===== src/rtl/uart8250_bus_bridge.sv =====
// MMIO valid/ready bus to 8250 UART register-port bridge, one access in flight.
// Optional UART_BRIDGE_ERR_EN: reject requests whose req_be is not one-hot or misses the addressed lane.
module uart8250_bus_bridge #(
    parameter int ADDR_W    = 32,
    parameter int DATA_W    = 64,
    parameter int REG_SHIFT = 0
) (
    input  logic                  clk,
    input  logic                  rstn,
    input  logic                  req_valid,
    output logic                  req_ready,
    input  logic                  req_we,
    input  logic [ADDR_W-1:0]     req_addr,
    input  logic [DATA_W-1:0]     req_wdata,
    input  logic [DATA_W/8-1:0]   req_be,
    output logic                  rsp_valid,
    input  logic                  rsp_ready,
    output logic [DATA_W-1:0]     rsp_rdata,
    output logic                  rsp_err,
    output logic                  u_rvalid,
    output logic [2:0]            u_raddr,
    input  logic [7:0]            u_rdata,
    output logic                  u_wvalid,
    output logic [2:0]            u_waddr,
    output logic [7:0]            u_wdata
);

    // state | meaning
    // IDLE  | ready for a request
    // WR    | UART write strobe is on the port
    // RD    | UART read strobe is on the port
    // RWAIT | UART read data arrives this cycle, captured at its end
    // RESP  | response held until rsp_ready
    typedef enum logic [2:0] {IDLE, WR, RD, RWAIT, RESP} state_t;

    localparam int LANE_W = $clog2(DATA_W/8);

    state_t              state_q, state_d;
    logic [LANE_W-1:0]   lane_q, lane_d;
    logic                req_ready_q, req_ready_d;
    logic                rsp_valid_q, rsp_valid_d;
    logic [DATA_W-1:0]   rsp_rdata_q, rsp_rdata_d;
    logic                rsp_err_q, rsp_err_d;
    logic                u_rvalid_q, u_rvalid_d;
    logic [2:0]          u_raddr_q, u_raddr_d;
    logic                u_wvalid_q, u_wvalid_d;
    logic [2:0]          u_waddr_q, u_waddr_d;
    logic [7:0]          u_wdata_q, u_wdata_d;

    logic [2:0]          req_idx;
    logic [LANE_W-1:0]   req_lane;
    logic [7:0]          req_wbyte;
    logic                req_bad;
    logic                unused_in;

    assign req_idx   = req_addr[REG_SHIFT+2:REG_SHIFT];
    assign req_lane  = req_addr[LANE_W-1:0];
    assign req_wbyte = req_wdata[{req_lane, 3'b000} +: 8];
    assign unused_in = ^{req_addr, req_be};

`ifdef UART_BRIDGE_ERR_EN
    assign req_bad = !$onehot(req_be) || !req_be[req_lane];
`else
    assign req_bad = 1'b0;
`endif

    always_comb begin
        state_d     = state_q;
        lane_d      = lane_q;
        req_ready_d = req_ready_q;
        rsp_valid_d = rsp_valid_q;
        rsp_rdata_d = rsp_rdata_q;
        rsp_err_d   = rsp_err_q;
        u_rvalid_d  = 1'b0;
        u_raddr_d   = u_raddr_q;
        u_wvalid_d  = 1'b0;
        u_waddr_d   = u_waddr_q;
        u_wdata_d   = u_wdata_q;
        case (state_q)
            IDLE: begin
                if (req_valid && req_ready_q) begin
                    req_ready_d = 1'b0;
                    if (req_bad) begin
                        state_d     = RESP;
                        rsp_valid_d = 1'b1;
                        rsp_err_d   = 1'b1;
                        rsp_rdata_d = '0;
                    end else if (req_we) begin
                        state_d    = WR;
                        u_wvalid_d = 1'b1;
                        u_waddr_d  = req_idx;
                        u_wdata_d  = req_wbyte;
                    end else begin
                        state_d    = RD;
                        u_rvalid_d = 1'b1;
                        u_raddr_d  = req_idx;
                        lane_d     = req_lane;
                    end
                end
            end
            WR: begin
                state_d     = RESP;
                rsp_valid_d = 1'b1;
                rsp_err_d   = 1'b0;
                rsp_rdata_d = '0;
            end
            RD: state_d = RWAIT;
            RWAIT: begin
                state_d     = RESP;
                rsp_valid_d = 1'b1;
                rsp_err_d   = 1'b0;
                rsp_rdata_d = DATA_W'(u_rdata) << {lane_q, 3'b000};
            end
            RESP: begin
                if (rsp_ready) begin
                    state_d     = IDLE;
                    rsp_valid_d = 1'b0;
                    rsp_err_d   = 1'b0;
                    rsp_rdata_d = '0;
                    req_ready_d = 1'b1;
                end
            end
            default: state_d = IDLE;
        endcase
    end

    always_ff @(posedge clk) begin
        if (!rstn) begin
            state_q     <= IDLE;
            lane_q      <= '0;
            req_ready_q <= 1'b1;
            rsp_valid_q <= 1'b0;
            rsp_rdata_q <= '0;
            rsp_err_q   <= 1'b0;
            u_rvalid_q  <= 1'b0;
            u_raddr_q   <= '0;
            u_wvalid_q  <= 1'b0;
            u_waddr_q   <= '0;
            u_wdata_q   <= '0;
        end else begin
            state_q     <= state_d;
            lane_q      <= lane_d;
            req_ready_q <= req_ready_d;
            rsp_valid_q <= rsp_valid_d;
            rsp_rdata_q <= rsp_rdata_d;
            rsp_err_q   <= rsp_err_d;
            u_rvalid_q  <= u_rvalid_d;
            u_raddr_q   <= u_raddr_d;
            u_wvalid_q  <= u_wvalid_d;
            u_waddr_q   <= u_waddr_d;
            u_wdata_q   <= u_wdata_d;
        end
    end

    assign req_ready = req_ready_q;
    assign rsp_valid = rsp_valid_q;
    assign rsp_rdata = rsp_rdata_q;
    assign rsp_err   = rsp_err_q;
    assign u_rvalid  = u_rvalid_q;
    assign u_raddr   = u_raddr_q;
    assign u_wvalid  = u_wvalid_q;
    assign u_waddr   = u_waddr_q;
    assign u_wdata   = u_wdata_q;

endmodule

===== config.mk =====
export PLATFORM = sky130hd
export DESIGN_NAME = uart8250_bus_bridge
export DESIGN_NICKNAME = d
export VERILOG_FILES = /design/src/rtl/uart8250_bus_bridge.sv
export SDC_FILE = /design/constraint.sdc
export NUM_CORES = 1
export LEC_CHECK = 0
export ABC_AREA = 1
export ABC_CLOCK_PERIOD_IN_PS = 1300
export BUFFER_PORTS_ARGS = -buffer_cell sky130_fd_sc_hd__buf_2
export CAP_MARGIN = 20
export CORE_MARGIN = 5
export CORE_UTILIZATION = 42
export DETAILED_ROUTE_END_ITERATION = 10
export PLACE_DENSITY = 0.77
export SYNTH_ARGS = -nofsm -noshare
export SYNTH_HDL_FRONTEND = slang
export SYNTH_SLANG_ARGS = --single-unit

===== constraint.sdc =====
create_clock -name clk -period 1.3 [get_ports clk]
set_input_delay 0.26 -clock clk [delete_from_list [all_inputs] [get_ports clk]]
set_output_delay 0.26 -clock clk [all_outputs]
set_load 0.01 [all_outputs]

==> results of run 1 <==
-- per-stage QoR --
stage	hold slack, ns	utilization (%)	power [mW]
final	0.2526	59.20	7.059
after global placement	0.4459	53.09	4.621
after global routing	0.2405	59.20	7.467
after floorplan	0.3984	-	4.011
after CTS	0.2239	55.80	6.722
after detailed placement	0.4493	53.09	4.666
-- cell type report --
cell class                 count  area share (%)
multi-input combinational    400           35.37
sequential                    85           30.10
timing repair buffer         206           23.20
inverter                      69           4.714
tap                          133           2.916
clock buffer                  10           2.412
clock inverter                 4           1.294
-- state kept, by name, indices dropped and copies added (netlist names) --
register	cells
u_waddr	3
req_ready	1
u_wdata	8
state_q	3
rsp_rdata	64
u_raddr	3
rsp_valid	1
u_rvalid	1
u_wvalid	1
-- worst min-delay path, cell delays in order --
cell and delay (ns):
buf_2 0.14, nand4_1 0.09, a21oi_1 0.05
-- layer usage --
layer  wire [um]  global-route usage (%)
met1        5047                   25.43
met2        6548                   37.03
met3        1291                   5.254
met4         159                   5.951
met5           0                       0
-- power breakdown --
group | internal (mW) | switching, mW
combinational | 0.933 | 1.16
clock | 1.11 | 0.893
sequential | 2.82 | 0.139
total | 4.87 | 2.19
-- kinds of logic after synthesis --
logic type,Yosys count,synth area share (%)
flip-flops,85,41.72
other,1,0.09194
AO/OA/AOI/OAI,113,14.51
AND/OR/NAND/NOR,286,31.10
buffers and inverters,111,12.58
-- layout by cell type (no fill, tap or decap), types with 4 or more instances in the layout --
cell type | Yosys | routed
nor2_1 | 29 | 29
buf_6 | 7 | 6
nand3_1 | 58 | 52
buf_4 | 3 | 28
o21ai_2 | 0 | 11
nand4_1 | 20 | 20
o21ai_1 | 3 | 27
nand3_2 | 2 | 5
buf_12 | 0 | 7
a21oi_1 | 57 | 54
inv_1 | 60 | 60
clkbuf_16 | 0 | 4
dfxtp_4 | 0 | 4
nand2_2 | 2 | 5
o21ai_0 | 46 | 11
clkbuf_8 | 0 | 10
buf_2 | 16 | 161
dfxtp_1 | 85 | 80
inv_2 | 7 | 5
nand2_1 | 157 | 152
nor3_1 | 13 | 11
a21oi_2 | 7 | 9
-- path summary, 6_finish.rpt --
kind	from	endpoint	slack, ns	cells after the start
worst min-delay path	u_rdata[5]	rsp_rdata[5]	0.25	3
worst max register to register	state_q[0]	rsp_rdata[49]	-0.02	7
worst min register to register	rsp_rdata[8]	rsp_rdata[8]	0.46	2
worst max-delay path	state_q[0]	rsp_rdata[49]	-0.02	7
-- timing repair --
item | in CTS | in global routing
cloned | 0 | 5
setup endpoints to repair | 52 | 73
gates resized for setup | 8 | 82
buffers inserted | 4 | 6
pin swaps | 2 | 22
==> flow_metrics.env, run 1 <==
export IMPL_outcome="complete, but fails checks"
export IMPL_violations="setup timing"
export IMPL_syn_inst=596
export IMPL_portBuffers=161
export IMPL_drv_cap=0
export IMPL_min_period_over_period_pct=101.5
export IMPL_hold_viol_final=0
export IMPL_cts_tree="built"
export IMPL_crit_path_top_delay_cell="dfxtp_4"
export IMPL_n_antenna_cell=0
export IMPL_synth_common_cells="nand2_1, dfxtp_1, inv_1"
export IMPL_avgRoutedWirePerCell_um=14.38
export IMPL_setup_viol=8
export IMPL_synth_distinct_cells=26
export IMPL_synth_area_um2=4079
export IMPL_clkTransAtPathRegs_ns=0.08
export IMPL_grt_max_degree=42
export IMPL_crit_path_end_kind="register"
export IMPL_placed_area_um2=5117
export IMPL_multi_input_area_um2=2018
export IMPL_synth_edff_count=0
export IMPL_preCtsSetupSlack_ns=-0.04414
export IMPL_synth_top_area_cell="dfxtp_1"
export IMPL_drive_above_1_share_pct=35.40
export IMPL_setup_slack_ns=-0.01956
export IMPL_gp_congestion=0.8605
export IMPL_cp_num_buf_inv=2
export IMPL_overflow=0
export IMPL_antenna_found_initial=0
export IMPL_grt_pass1_wl_um=19840
export IMPL_yosysMostFrequentCell="nand2_1"
export IMPL_finalCriticalPeriod_ns=1.320
export IMPL_start_util_pct=42.32
export IMPL_insertion_delay_ns=0.34
export IMPL_synthTopCellsByArea="dfxtp_1, nand2_1, nand3_1"
export IMPL_worst_clock_skew_ns=0.008296
export IMPL_nNetsFinal=888
export IMPL_io_pins=200
export IMPL_dr_total_vias=4644
export IMPL_cts_path_max_buffers=2
export IMPL_setup_tns_ns=-0.05383
export IMPL_die_width_um=108.5
export IMPL_cts_buffers=9
export IMPL_grt_usage_pct=21.07
export IMPL_critPathRequiredTime_ns=1.53
export IMPL_nFillCells=926
export IMPL_rsz0062_at_grt="true"
export IMPL_clock_sinks=85
export IMPL_grt_pass1_vias=4317
export IMPL_syn_num_nets=713
export IMPL_slew_viol_final=0
export IMPL_final_cells=907
export IMPL_drc=0
export IMPL_min_path_type="in -> reg"
export IMPL_dp_hpwl_um=9600
export IMPL_die_area_um2=11780
export IMPL_synth_ff_type="dfxtp_1"
export IMPL_critPathKind="reg -> reg"
export IMPL_routed_wirelength_um=13050
export IMPL_vias_per_cell=5.120
export IMPL_worst_path_largest_cell_delay_ns=0.37
export IMPL_ant_nets=0
export IMPL_detailedRoute_firstIterationViolations=371
export IMPL_p_leak_nw=2.756
export IMPL_dr_pass1_iters=5
export IMPL_final_area_um2=5707
export IMPL_chipHeight_um=108.5
export IMPL_powerDensity_nw_per_um2=1237
export IMPL_area_delta_synth_final_pct=39.91
export IMPL_synth_async_reset_ratio_pct=0
export IMPL_rows=36
export IMPL_cts_root_buf="clkbuf_8"
export IMPL_cts_htree_levels=3
export IMPL_path_cells="nor2_4, nand3_4, nand2_8, inv_6, buf_12, a21oi_2, nor2_1"
export IMPL_arrival_ns=1.55
export IMPL_post_synth_cell_area_avg_um2=6.844
export IMPL_synth_warnings=0
export IMPL_fmax_ghz=0.7578
export IMPL_synth_top_area_share_pct=41.72
export IMPL_seq_area_um2=1718
export IMPL_crit_family="simple AND/OR/NAND/NOR gates"
export IMPL_core_area_um2=9639
export IMPL_place_inst=879
export IMPL_cts_hold_buf=0
export IMPL_cp_start_kind="register"
export IMPL_vdd_drop_max_v=0.0007320
export IMPL_ys_seq_area_share_pct=41.72
export IMPL_yosys_register_bits=85
export IMPL_path_max_fanout=13
Note: power is estimated with default switching activity, not from simulation.
==> run 2: changes to the inputs <==
--- a/config.mk
+++ b/config.mk
@@ -13,6 +13,7 @@
 export CORE_UTILIZATION = 42
 export DETAILED_ROUTE_END_ITERATION = 10
 export PLACE_DENSITY = 0.77
+export SKIP_CTS_REPAIR_TIMING = 1
 export SYNTH_ARGS = -nofsm -noshare
 export SYNTH_HDL_FRONTEND = slang
 export SYNTH_SLANG_ARGS = --single-unit
==> run 2 against run 1 <==
Effect of this change: the flow still finishes with violations (setup timing); register-to-register slack worse by 0.03 ns; via count up 1.7%; routed wire length up 4.7%; final cell count up 0.66%; design area up 1.6%; critical path depth unchanged; fmax down 2.3%; die area unchanged; non-clock buffer count up 6; worst setup slack worse by 0.031 ns; critical path type unchanged; largest power group unchanged.
==> flow_metrics.env, run 2 (synthesized netlist as in run 1, its figures left out) <==
export IMPL_outcome="complete, but fails checks"
export IMPL_violations="setup timing"
export IMPL_io_pins=200
export IMPL_setup_slack_ns=-0.05087
export IMPL_min_period_over_period_pct=103.9
export IMPL_n_antenna_cell=0
export IMPL_core_area_um2=9639
export IMPL_min_path_type="in -> reg"
export IMPL_worst_clock_skew_ns=0.007621
export IMPL_largest_register_ffs=64
export IMPL_arrival_ns=1.63
export IMPL_crit_path_end_kind="register"
export IMPL_slew_viol_final=0
export IMPL_grt_max_degree=42
export IMPL_final_area_um2=5801
export IMPL_clkTransAtPathRegs_ns=0.08
export IMPL_vias_per_cell=5.175
export IMPL_vdd_drop_max_v=0.0006726
export IMPL_cts_htree_levels=3
export IMPL_r2r_start="state_q[1]"
export IMPL_overflow=0
export IMPL_portBuffers=161
export IMPL_dr_total_vias=4725
export IMPL_antenna_found_initial=0
export IMPL_drv_cap=0
export IMPL_hold_path_cell_count=3
export IMPL_preCtsSetupSlack_ns=-0.04414
export IMPL_area_delta_synth_final_pct=42.21
export IMPL_nFillCells=903
export IMPL_die_area_um2=11780
export IMPL_grt_pass1_vias=4300
export IMPL_avgRoutedWirePerCell_um=14.96
export IMPL_path_max_fanout=6
export IMPL_cts_root_buf="clkbuf_8"
export IMPL_critPathRequiredTime_ns=1.58
export IMPL_layout_common_cells="buf_2, nand2_1, dfxtp_1"
export IMPL_detailedRoute_firstIterationViolations=285
export IMPL_insertion_delay_ns=0.35
export IMPL_grt_pass1_wl_um=19740
export IMPL_p_leak_nw=2.814
export IMPL_dr_pass1_iters=7
export IMPL_cp_start_kind="register"
export IMPL_reg2reg_to="u_wdata[2]"
export IMPL_routed_wirelength_um=13650
export IMPL_nNetsFinal=894
export IMPL_die_width_um=108.5
export IMPL_cts_tree="built"
export IMPL_fin_hold_ws_ns=0.2392
export IMPL_dp_hpwl_um=9600
export IMPL_hp_start="rsp_ready"
export IMPL_rows=36
export IMPL_powerDensity_nw_per_um2=1215
export IMPL_hold_viol_final=0
export IMPL_seq_area_um2=1713
export IMPL_ant_nets=0
export IMPL_rsz0062_at_grt="true"
export IMPL_critPathLaunch="state_q[1]"
export IMPL_mostFrequentLayoutCell="buf_2"
export IMPL_grt_usage_pct=20.97
export IMPL_cts_path_max_buffers=2
export IMPL_cts_buffers=9
export IMPL_setup_viol=49
export IMPL_placed_area_um2=5117
export IMPL_regToRegSetupSlack_ns=-0.05
export IMPL_start_util_pct=42.32
export IMPL_critPathKind="reg -> reg"
export IMPL_hold_path_end="state_q[2]"
export IMPL_finalCriticalPeriod_ns=1.351
export IMPL_drc=0
export IMPL_fmax_ghz=0.7403
export IMPL_rr_worst_depth=7
export IMPL_clock_sinks=85
export IMPL_chipHeight_um=108.5
export IMPL_multi_input_area_um2=1998
export IMPL_drive_above_1_share_pct=35.90
export IMPL_gp_congestion=0.8605
run 2: cell type report:
class | count | area share, %
Tap cell | 133 | 2.869
Clock inverter | 4 | 1.273
Clock buffer | 10 | 2.373
Timing Repair Buffer | 212 | 24.83
Sequential cell | 85 | 29.53
Multi-Input combinational cell | 400 | 34.45
Inverter | 69 | 4.681
run 2: through the flow:
step                      setup TNS [ns]  std cells  total power, mW  utilization, %
after global placement                 0        879            4.621           53.09
after detailed placement         -0.3010        879            4.666           53.09
after floorplan                        0        596            4.011               -
after global routing              -5.114        913            7.432           60.18
final                             -1.010        913            7.046           60.18
after CTS                        -0.9525        893            6.662           55.28
run 2: critical path, cell delays in order (launching register included):
cell	delay (ns)
dfxtp_4	0.37
nor2_4	0.15
nand2_2	0.10
nor3_4	0.20
buf_6	0.15
buf_6	0.11
nand3_1	0.08
a21oi_1	0.12
run 2: worst max path at each step:
stage                               to  slack (ns)  cells after the start
after floorplan           rsp_rdata[1]        0.08                      8
after global placement      u_wdata[3]        0.01                      6
after detailed placement    u_waddr[1]       -0.04                      6
after CTS                   u_raddr[1]       -0.08                      2
after global routing        u_wdata[7]       -0.13                      7
final                       u_wdata[2]       -0.05                      7
run 2: report_power, final:
part	internal, mW	switching [mW]	total [mW]
Combinational	0.919	1.14	2.06
Sequential	2.82	0.137	2.96
Clock	1.11	0.909	2.02
Total	4.86	2.19	7.05
run 2: routing by layer:
| layer | global-route usage, % | up-vias | wire, um |
|---|---|---|---|
| met2 | 36.63 | 208 | 6821 |
| met4 | 5.951 | 0 | 272 |
| met3 | 5.254 | 31 | 1281 |
| li1 | - | 2285 | - |
| met5 | 0 | - | 0 |
| met1 | 25.47 | 2201 | 5279 |
